<file path="src/rtl/alu_mem_master.sv">
// Bus initiator for the ALU-with-memory register block: runs write A, write B,
// write opcode, result capture and one register readback per accepted command.
module alu_mem_master #(
  parameter int RES_LAT = 2,
  parameter int RD_LAT  = 2
) (
  input  logic        clk,
  input  logic        rst_n,
  input  logic        cmd_valid,
  output logic        cmd_ready,
  input  logic [7:0]  cmd_a,
  input  logic [7:0]  cmd_b,
  input  logic [7:0]  cmd_op,
  input  logic [1:0]  cmd_rd_addr,
  output logic        rsp_valid,
  input  logic        rsp_ready,
  output logic [15:0] rsp_result,
  output logic [7:0]  rsp_rdata,
  output logic        mem_rst,
  output logic        enable,
  output logic        rd_wr,
  output logic [1:0]  addr,
  output logic [7:0]  wr_data,
  input  logic [7:0]  rd_data,
  input  logic [15:0] res_out
);

  // state    | meaning
  // IDLE     | cmd_ready high, waiting for a command
  // WR_A     | operand A write strobe issued, holding bus for two cycles
  // WR_B     | operand B write strobe issued, holding bus for two cycles
  // WR_OP    | opcode write strobe issued (launches the ALU)
  // WAIT_RES | opcode hold and result latency; captures res_out
  // RD       | readback strobe issued
  // WAIT_RD  | waiting read latency; captures rd_data
  // RESP     | response presented until rsp_ready
  typedef enum logic [2:0] {
    IDLE, WR_A, WR_B, WR_OP, WAIT_RES, RD, WAIT_RD, RESP
  } state_t;

  // The read may only be set up once the opcode hold (2 edges) and the
  // result capture have both happened.
  localparam int         WAIT_W    = (RES_LAT > 2) ? RES_LAT : 2;
  localparam logic [3:0] WAIT_LOAD = 4'(WAIT_W - 1);
  localparam logic [3:0] RES_TC    = 4'(WAIT_W - RES_LAT);
  localparam logic [3:0] RD_LOAD   = 4'(RD_LAT - 1);
  localparam logic [3:0] HOLD_LOAD = 4'd2;

  state_t      state_q, state_d;
  logic [3:0]  cnt_q, cnt_d, cnt_dec;
  logic        mem_rst_q, mem_rst_d;
  logic        enable_q, enable_d;
  logic        rd_wr_q, rd_wr_d;
  logic [1:0]  addr_q, addr_d;
  logic [7:0]  wr_data_q, wr_data_d;
  logic        cmd_ready_q, cmd_ready_d;
  logic        rsp_valid_q, rsp_valid_d;
  logic [15:0] rsp_result_q, rsp_result_d;
  logic [7:0]  rsp_rdata_q, rsp_rdata_d;
  logic [7:0]  b_q, b_d;
  logic [7:0]  op_q, op_d;
  logic [1:0]  rd_addr_q, rd_addr_d;

  assign cnt_dec = (cnt_q == 4'd0) ? 4'd0 : cnt_q - 4'd1;

  always_comb begin
    state_d      = state_q;
    cnt_d        = cnt_q;
    mem_rst_d    = 1'b0;
    enable_d     = 1'b0;
    rd_wr_d      = rd_wr_q;
    addr_d       = addr_q;
    wr_data_d    = wr_data_q;
    cmd_ready_d  = cmd_ready_q;
    rsp_valid_d  = rsp_valid_q;
    rsp_result_d = rsp_result_q;
    rsp_rdata_d  = rsp_rdata_q;
    b_d          = b_q;
    op_d         = op_q;
    rd_addr_d    = rd_addr_q;

    case (state_q)
      IDLE: begin
        cmd_ready_d = 1'b1;
        if (cmd_valid && cmd_ready_q) begin
          b_d         = cmd_b;
          op_d        = cmd_op;
          rd_addr_d   = cmd_rd_addr;
          cmd_ready_d = 1'b0;
          enable_d    = 1'b1;
          rd_wr_d     = 1'b0;
          addr_d      = 2'd0;
          wr_data_d   = cmd_a;
          cnt_d       = HOLD_LOAD;
          state_d     = WR_A;
        end
      end
      WR_A: begin
        if (cnt_q == 4'd0) begin
          enable_d  = 1'b1;
          addr_d    = 2'd1;
          wr_data_d = b_q;
          cnt_d     = HOLD_LOAD;
          state_d   = WR_B;
        end else begin
          cnt_d = cnt_dec;
        end
      end
      WR_B: begin
        if (cnt_q == 4'd0) begin
          enable_d  = 1'b1;
          addr_d    = 2'd2;
          wr_data_d = op_q;
          state_d   = WR_OP;
        end else begin
          cnt_d = cnt_dec;
        end
      end
      WR_OP: begin
        cnt_d   = WAIT_LOAD;
        state_d = WAIT_RES;
      end
      WAIT_RES: begin
        if (cnt_q == RES_TC) rsp_result_d = res_out;
        if (cnt_q == 4'd0) begin
          enable_d = 1'b1;
          rd_wr_d  = 1'b1;
          addr_d   = rd_addr_q;
          state_d  = RD;
        end else begin
          cnt_d = cnt_dec;
        end
      end
      RD: begin
        cnt_d   = RD_LOAD;
        state_d = WAIT_RD;
      end
      WAIT_RD: begin
        if (cnt_q == 4'd0) begin
          rsp_rdata_d = rd_data;
          rsp_valid_d = 1'b1;
          state_d     = RESP;
        end else begin
          cnt_d = cnt_dec;
        end
      end
      RESP: begin
        if (rsp_ready) begin
          rsp_valid_d = 1'b0;
          state_d     = IDLE;
        end
      end
      default: state_d = IDLE;
    endcase
  end

  always_ff @(posedge clk) begin
    if (!rst_n) begin
      state_q      <= IDLE;
      cnt_q        <= 4'd0;
      mem_rst_q    <= 1'b1;
      enable_q     <= 1'b0;
      rd_wr_q      <= 1'b1;
      addr_q       <= 2'd0;
      wr_data_q    <= 8'd0;
      cmd_ready_q  <= 1'b0;
      rsp_valid_q  <= 1'b0;
      rsp_result_q <= 16'd0;
      rsp_rdata_q  <= 8'd0;
      b_q          <= 8'd0;
      op_q         <= 8'd0;
      rd_addr_q    <= 2'd0;
    end else begin
      state_q      <= state_d;
      cnt_q        <= cnt_d;
      mem_rst_q    <= mem_rst_d;
      enable_q     <= enable_d;
      rd_wr_q      <= rd_wr_d;
      addr_q       <= addr_d;
      wr_data_q    <= wr_data_d;
      cmd_ready_q  <= cmd_ready_d;
      rsp_valid_q  <= rsp_valid_d;
      rsp_result_q <= rsp_result_d;
      rsp_rdata_q  <= rsp_rdata_d;
      b_q          <= b_d;
      op_q         <= op_d;
      rd_addr_q    <= rd_addr_d;
    end
  end

  assign cmd_ready  = cmd_ready_q;
  assign rsp_valid  = rsp_valid_q;
  assign rsp_result = rsp_result_q;
  assign rsp_rdata  = rsp_rdata_q;
  assign mem_rst    = mem_rst_q;
  assign enable     = enable_q;
  assign rd_wr      = rd_wr_q;
  assign addr       = addr_q;
  assign wr_data    = wr_data_q;

endmodule

</file>
<file path="config.mk">
export PLATFORM = sky130hd
export DESIGN_NAME = alu_mem_master
export DESIGN_NICKNAME = d
export VERILOG_FILES = /design/src/rtl/alu_mem_master.sv
export SDC_FILE = /design/constraint.sdc
export NUM_CORES = 1
export LEC_CHECK = 0
export CAP_MARGIN = 20
export CORE_MARGIN = 2
export CORE_UTILIZATION = 40
export CTS_BUF_LIST = sky130_fd_sc_hd__clkbuf_16
export DETAILED_ROUTE_END_ITERATION = 8
export GPL_ROUTABILITY_DRIVEN = 0
export PLACE_DENSITY = 0.71
export SLEW_MARGIN = 20
export SYNTH_ARGS = -nofsm -noshare
export SYNTH_HDL_FRONTEND = slang
export SYNTH_SLANG_ARGS = --single-unit
</file>
<file path="constraint.sdc">
create_clock -name clk -period 2.2 [get_ports clk]
set_input_delay 0.44 -clock clk [delete_from_list [all_inputs] [get_ports clk]]
set_output_delay 0.44 -clock clk [all_outputs]
set_load 0.01 [all_outputs]
</file>
==> summary.txt <==
RUN STATUS
------------------------------------------------------------------------------------
Run status                                                              complete, no violations

DETAILED ROUTING
------------------------------------------------------------------------------------
DRC violation total after the first TritonRoute iteration                        144
Post-Route WL                                                                7.24 mm
DRC viols                                                                          0
Remaining number of nets flagged by the antenna check after routing                0
Average vias per placed instance                                                5.25
Number of iterations in the first detailed-routing pass                            4
Total vias in the final route                                                   2677
Average routed wire per standard cell                                        14.2 um

WORST SETUP PATH
------------------------------------------------------------------------------------
Class of the most critical setup path                                   register to register
Maximum fanout count along the critical path                                      17
End of the worst register-to-register path                              enable$_SDFF_PN0_
Crit-path cells                                                         inv_1, ha_1, nor3b_2, a2bb2oi_2, o21ai_1, and2_1
Slowest stage delay, CP                                                       500 ps
Internal reg-to-reg setup slack                                               260 ps
Critical Path RT                                                             2420 ps
Critical register-to-register path startpoint                           cnt_q[0]$_SDFFE_PN0P_
Critical path launch point type                                             register
CP arrival                                                                   2160 ps
Depth of the worst register-to-register path                                       6
Sort of element at the end of the critical path                             register
CP max-delay cell                                                          a2bb2oi_2

SYNTH
------------------------------------------------------------------------------------
Cell types with the largest area share after synthesis                  dfxtp_1 (47%), a21oi_1 (11%), nand2_1 (10%), mux2i_1 (4.1%), o21ai_0 (2.9%)
Number of storage elements in the synthesis netlist                               64
Post-Synth Simple-Gate Area                                                    20.9%
Compound-Gate Fraction of Synth Area                                           20.8%
Fraction of post-synthesis cell area in the top cell type by area              47.1%
Top cells by count, synth                                               nand2_1 (75), dfxtp_1 (64), a21oi_1 (59)
Unique cell type count in the Yosys netlist                                       44
Average footprint of a synthesized cell                                     8.16 um2
Synthesized net count                                                            389
Part of the Yosys area used for sequential elements                            47.1%
Count of yosys warnings during synthesis                                           0
Post-synthesis cell type with the largest combined area                      dfxtp_1
Main combinational cell family by area after synthesis                  simple AND/OR/NAND/NOR gates
Area share of xor/xnor cells in the synthesized design                        0.645%
Adder-cell area share of the yosys netlist                                     1.29%
Mapped cell area                                                            2720 um2
Synth Flop Type                                                              dfxtp_1
Proportion of synthesized flip-flops having asynchronous set or reset             0%
Multiplexer area fraction after synthesis                                      4.05%
Most frequent cell after synthesis                                           nand2_1
EDFF count, synth                                                                  0
Synth Instances                                                                  333

TIMING
------------------------------------------------------------------------------------
Rel. slew slack                                                                52.6%
Tcrit/Tclk final                                                               88.2%
Fmax                                                                       0.515 GHz
Final count of pins violating max slew                                             0
Unrepaired setup endpoints after global routing                                   no
Hold violation total from the final report                                         0
Setup-failing EPs final                                                            0
TNS Setup                                                                       0 ps
Post-route clock skew                                                        8.10 ps
Least-Margin Pin Slew                                                         711 ps
Least setup slack across all paths after layout                               260 ps
Post-layout min period                                                       1940 ps

GRT
------------------------------------------------------------------------------------
Pin count of the biggest net entering global routing                              44
Global router's overall resource usage                                         20.0%
Vias in the first global route                                                  2569
Leftover overflow at the end of global routing                                     0
Wire length of the first global-routing pass                                 11.8 mm
Initial antenna violation count                                                    0

POWER AND IR DROP
------------------------------------------------------------------------------------
Post-layout total power                                                      4480 uW
Leakage power summed over all cells                                       0.00144 uW
Maximum vdd drop                                                              626 uV
Total power per unit cell area                                           1120 nW/um2

PLACEMENT
------------------------------------------------------------------------------------
Number of cells in the design after placement                                    495
Number of buffer cells added on primary ports                                     92
Placed wire-length estimate after detailed placement                         5.03 mm
Pre-CTS WS                                                                    151 ps

DIE
------------------------------------------------------------------------------------
Io pins                                                                           93
Site row count                                                                    30
Starting Density                                                               40.7%
CORE AREA                                                                   6680 um2
Die Ht                                                                       86.4 um
Area enclosed by the die boundary                                           7470 um2
Overall die width                                                            86.4 um

WORST HOLD PATH
------------------------------------------------------------------------------------
Hold-critical path depth                                                           2
Launch instance of the worst min-delay path                             rsp_result[8]$_SDFFE_PN0P_
Worst Hold Class                                                        register to register
Worst Hold Path EP                                                      rsp_result[8]$_SDFFE_PN0P_

CLOCKING
------------------------------------------------------------------------------------
Number of sinks handled by clock tree synthesis                                   64
Total CTS buffers                                                                  9
Worst-case clock buffer depth                                                      2
Clock Latency Late Sink                                                       320 ps
CTS tree                                                                        done
Number of gates given a new drive strength after cts                               0
Setup repair bufs after CTS                                                        0
Total of hold buffers inserted after clock tree synthesis                          0
Clock transition at the registers of the reported paths                        60 ps
# H-tree levels                                                                    3
Root buffer selected by CTS                                                clkbuf_16

JOB
------------------------------------------------------------------------------------
Max-cap violations                                                                 0

LAYOUT
------------------------------------------------------------------------------------
Final layout net count                                                           482
Number of standard cells in the final layout excluding fillers                   510
Synthesis-to-layout area growth                                                47.7%
Final design utilization                                                       60.1%
Fraction of final layout cells sized beyond drive strength 1                   8.84%
Final antenna diode count                                                          0

-- final cells by class --
type	count	area, um2
fill	609	2670
multi-input combinational	238	1300
sequential	64	1280
timing repair buffer	108	1050
clock buffer	9	225
tap	80	100
clock inverter	6	37.5
inverter	5	18.8
-- per-stage QoR --
stage          instance area (um2)  hold slack (ps)
2_1_floorplan                 2720              436
3_3_place_gp                  3750              442
3_5_place_dp                  3750              445
4_1_cts                       4010              452
5_1_grt                       4010              470
6_report                      4010              454
-- critical path, delay by kind of cell (launching register included) --
| family | cells | cell delay, ps |
|---|---|---|
| fa+ha+maj | 1 | 220 |
| flops | 1 | 410 |
| simple gates | 2 | 380 |
| compound gates | 2 | 730 |
| buf+inv | 1 | 90 |
-- state kept, by name, summed over array words and instances, names as in the netlist --
signal,flops
rsp_result,16
b_q,8
op_q,8
rsp_rdata,8
wr_data,8
cnt_q,4
state_q,3
addr,2
rd_addr_q,2
cmd_ready,1
enable,1
mem_rst,1
rd_wr,1
rsp_valid,1
-- worst max-delay path by stage --
stage / start / endpoint / slack (ps) / cells past startpoint
4_1_cts: cnt_q[0]$_SDFFE_PN0P_ / enable$_SDFF_PN0_ / 270 / 6
3_3_place_gp: cmd_valid / wr_data[3]$_SDFFE_PN0P_ / 180 / 5
3_5_place_dp: cmd_valid / wr_data[5]$_SDFFE_PN0P_ / 150 / 5
6_report: cnt_q[0]$_SDFFE_PN0P_ / enable$_SDFF_PN0_ / 260 / 6
2_1_floorplan: cnt_q[0]$_SDFFE_PN0P_ / wr_data[6]$_SDFFE_PN0P_ / 400 / 7
5_1_grt: cnt_q[0]$_SDFFE_PN0P_ / enable$_SDFF_PN0_ / 70 / 6
-- placed cells by master (no fill, tap or decap), types with 3 or more instances in the layout --
cell type,Yosys,final
o21ai_0,16,16
a21oi_1,59,59
mux2i_1,11,11
nor3_1,3,3
and3_1,3,3
nand2_1,75,75
clkdlybuf4s50_1,0,92
or4_1,8,8
inv_1,4,5
o22ai_1,8,8
clkbuf_16,0,9
buf_4,0,15
nor2_1,13,13
dfxtp_1,64,64
nand3_1,6,6
-- where the power goes --
part | switching, uW | total (uW) | internal (uW)
logic | 885 | 1710 | 827
clock network | 503 | 1250 | 750
registers | 158 | 1520 | 1360
total | 1550 | 4480 | 2940
-- cells by family after synthesis --
family                     Yosys count
muxes                               11
buffers and inverters               31
xor gates and xnor gates             2
AOI/OAI and AO/OA                  100
and+or+nand+nor                    122
adders and majority gates            3
DFF                                 64
-- metal layers --
metal | up-vias | track usage [%] | part of all wire [%]
met2 | 68 | 32.7 | 50
met4 | 0 | 11.1 | 3.3
met3 | 16 | 4.48 | 4.9
met5 | - | 0 | 0
li1 | 1346 | - | -
met1 | 1247 | 24.3 | 42
No activity file was read; power rests on OpenSTA's default activity.
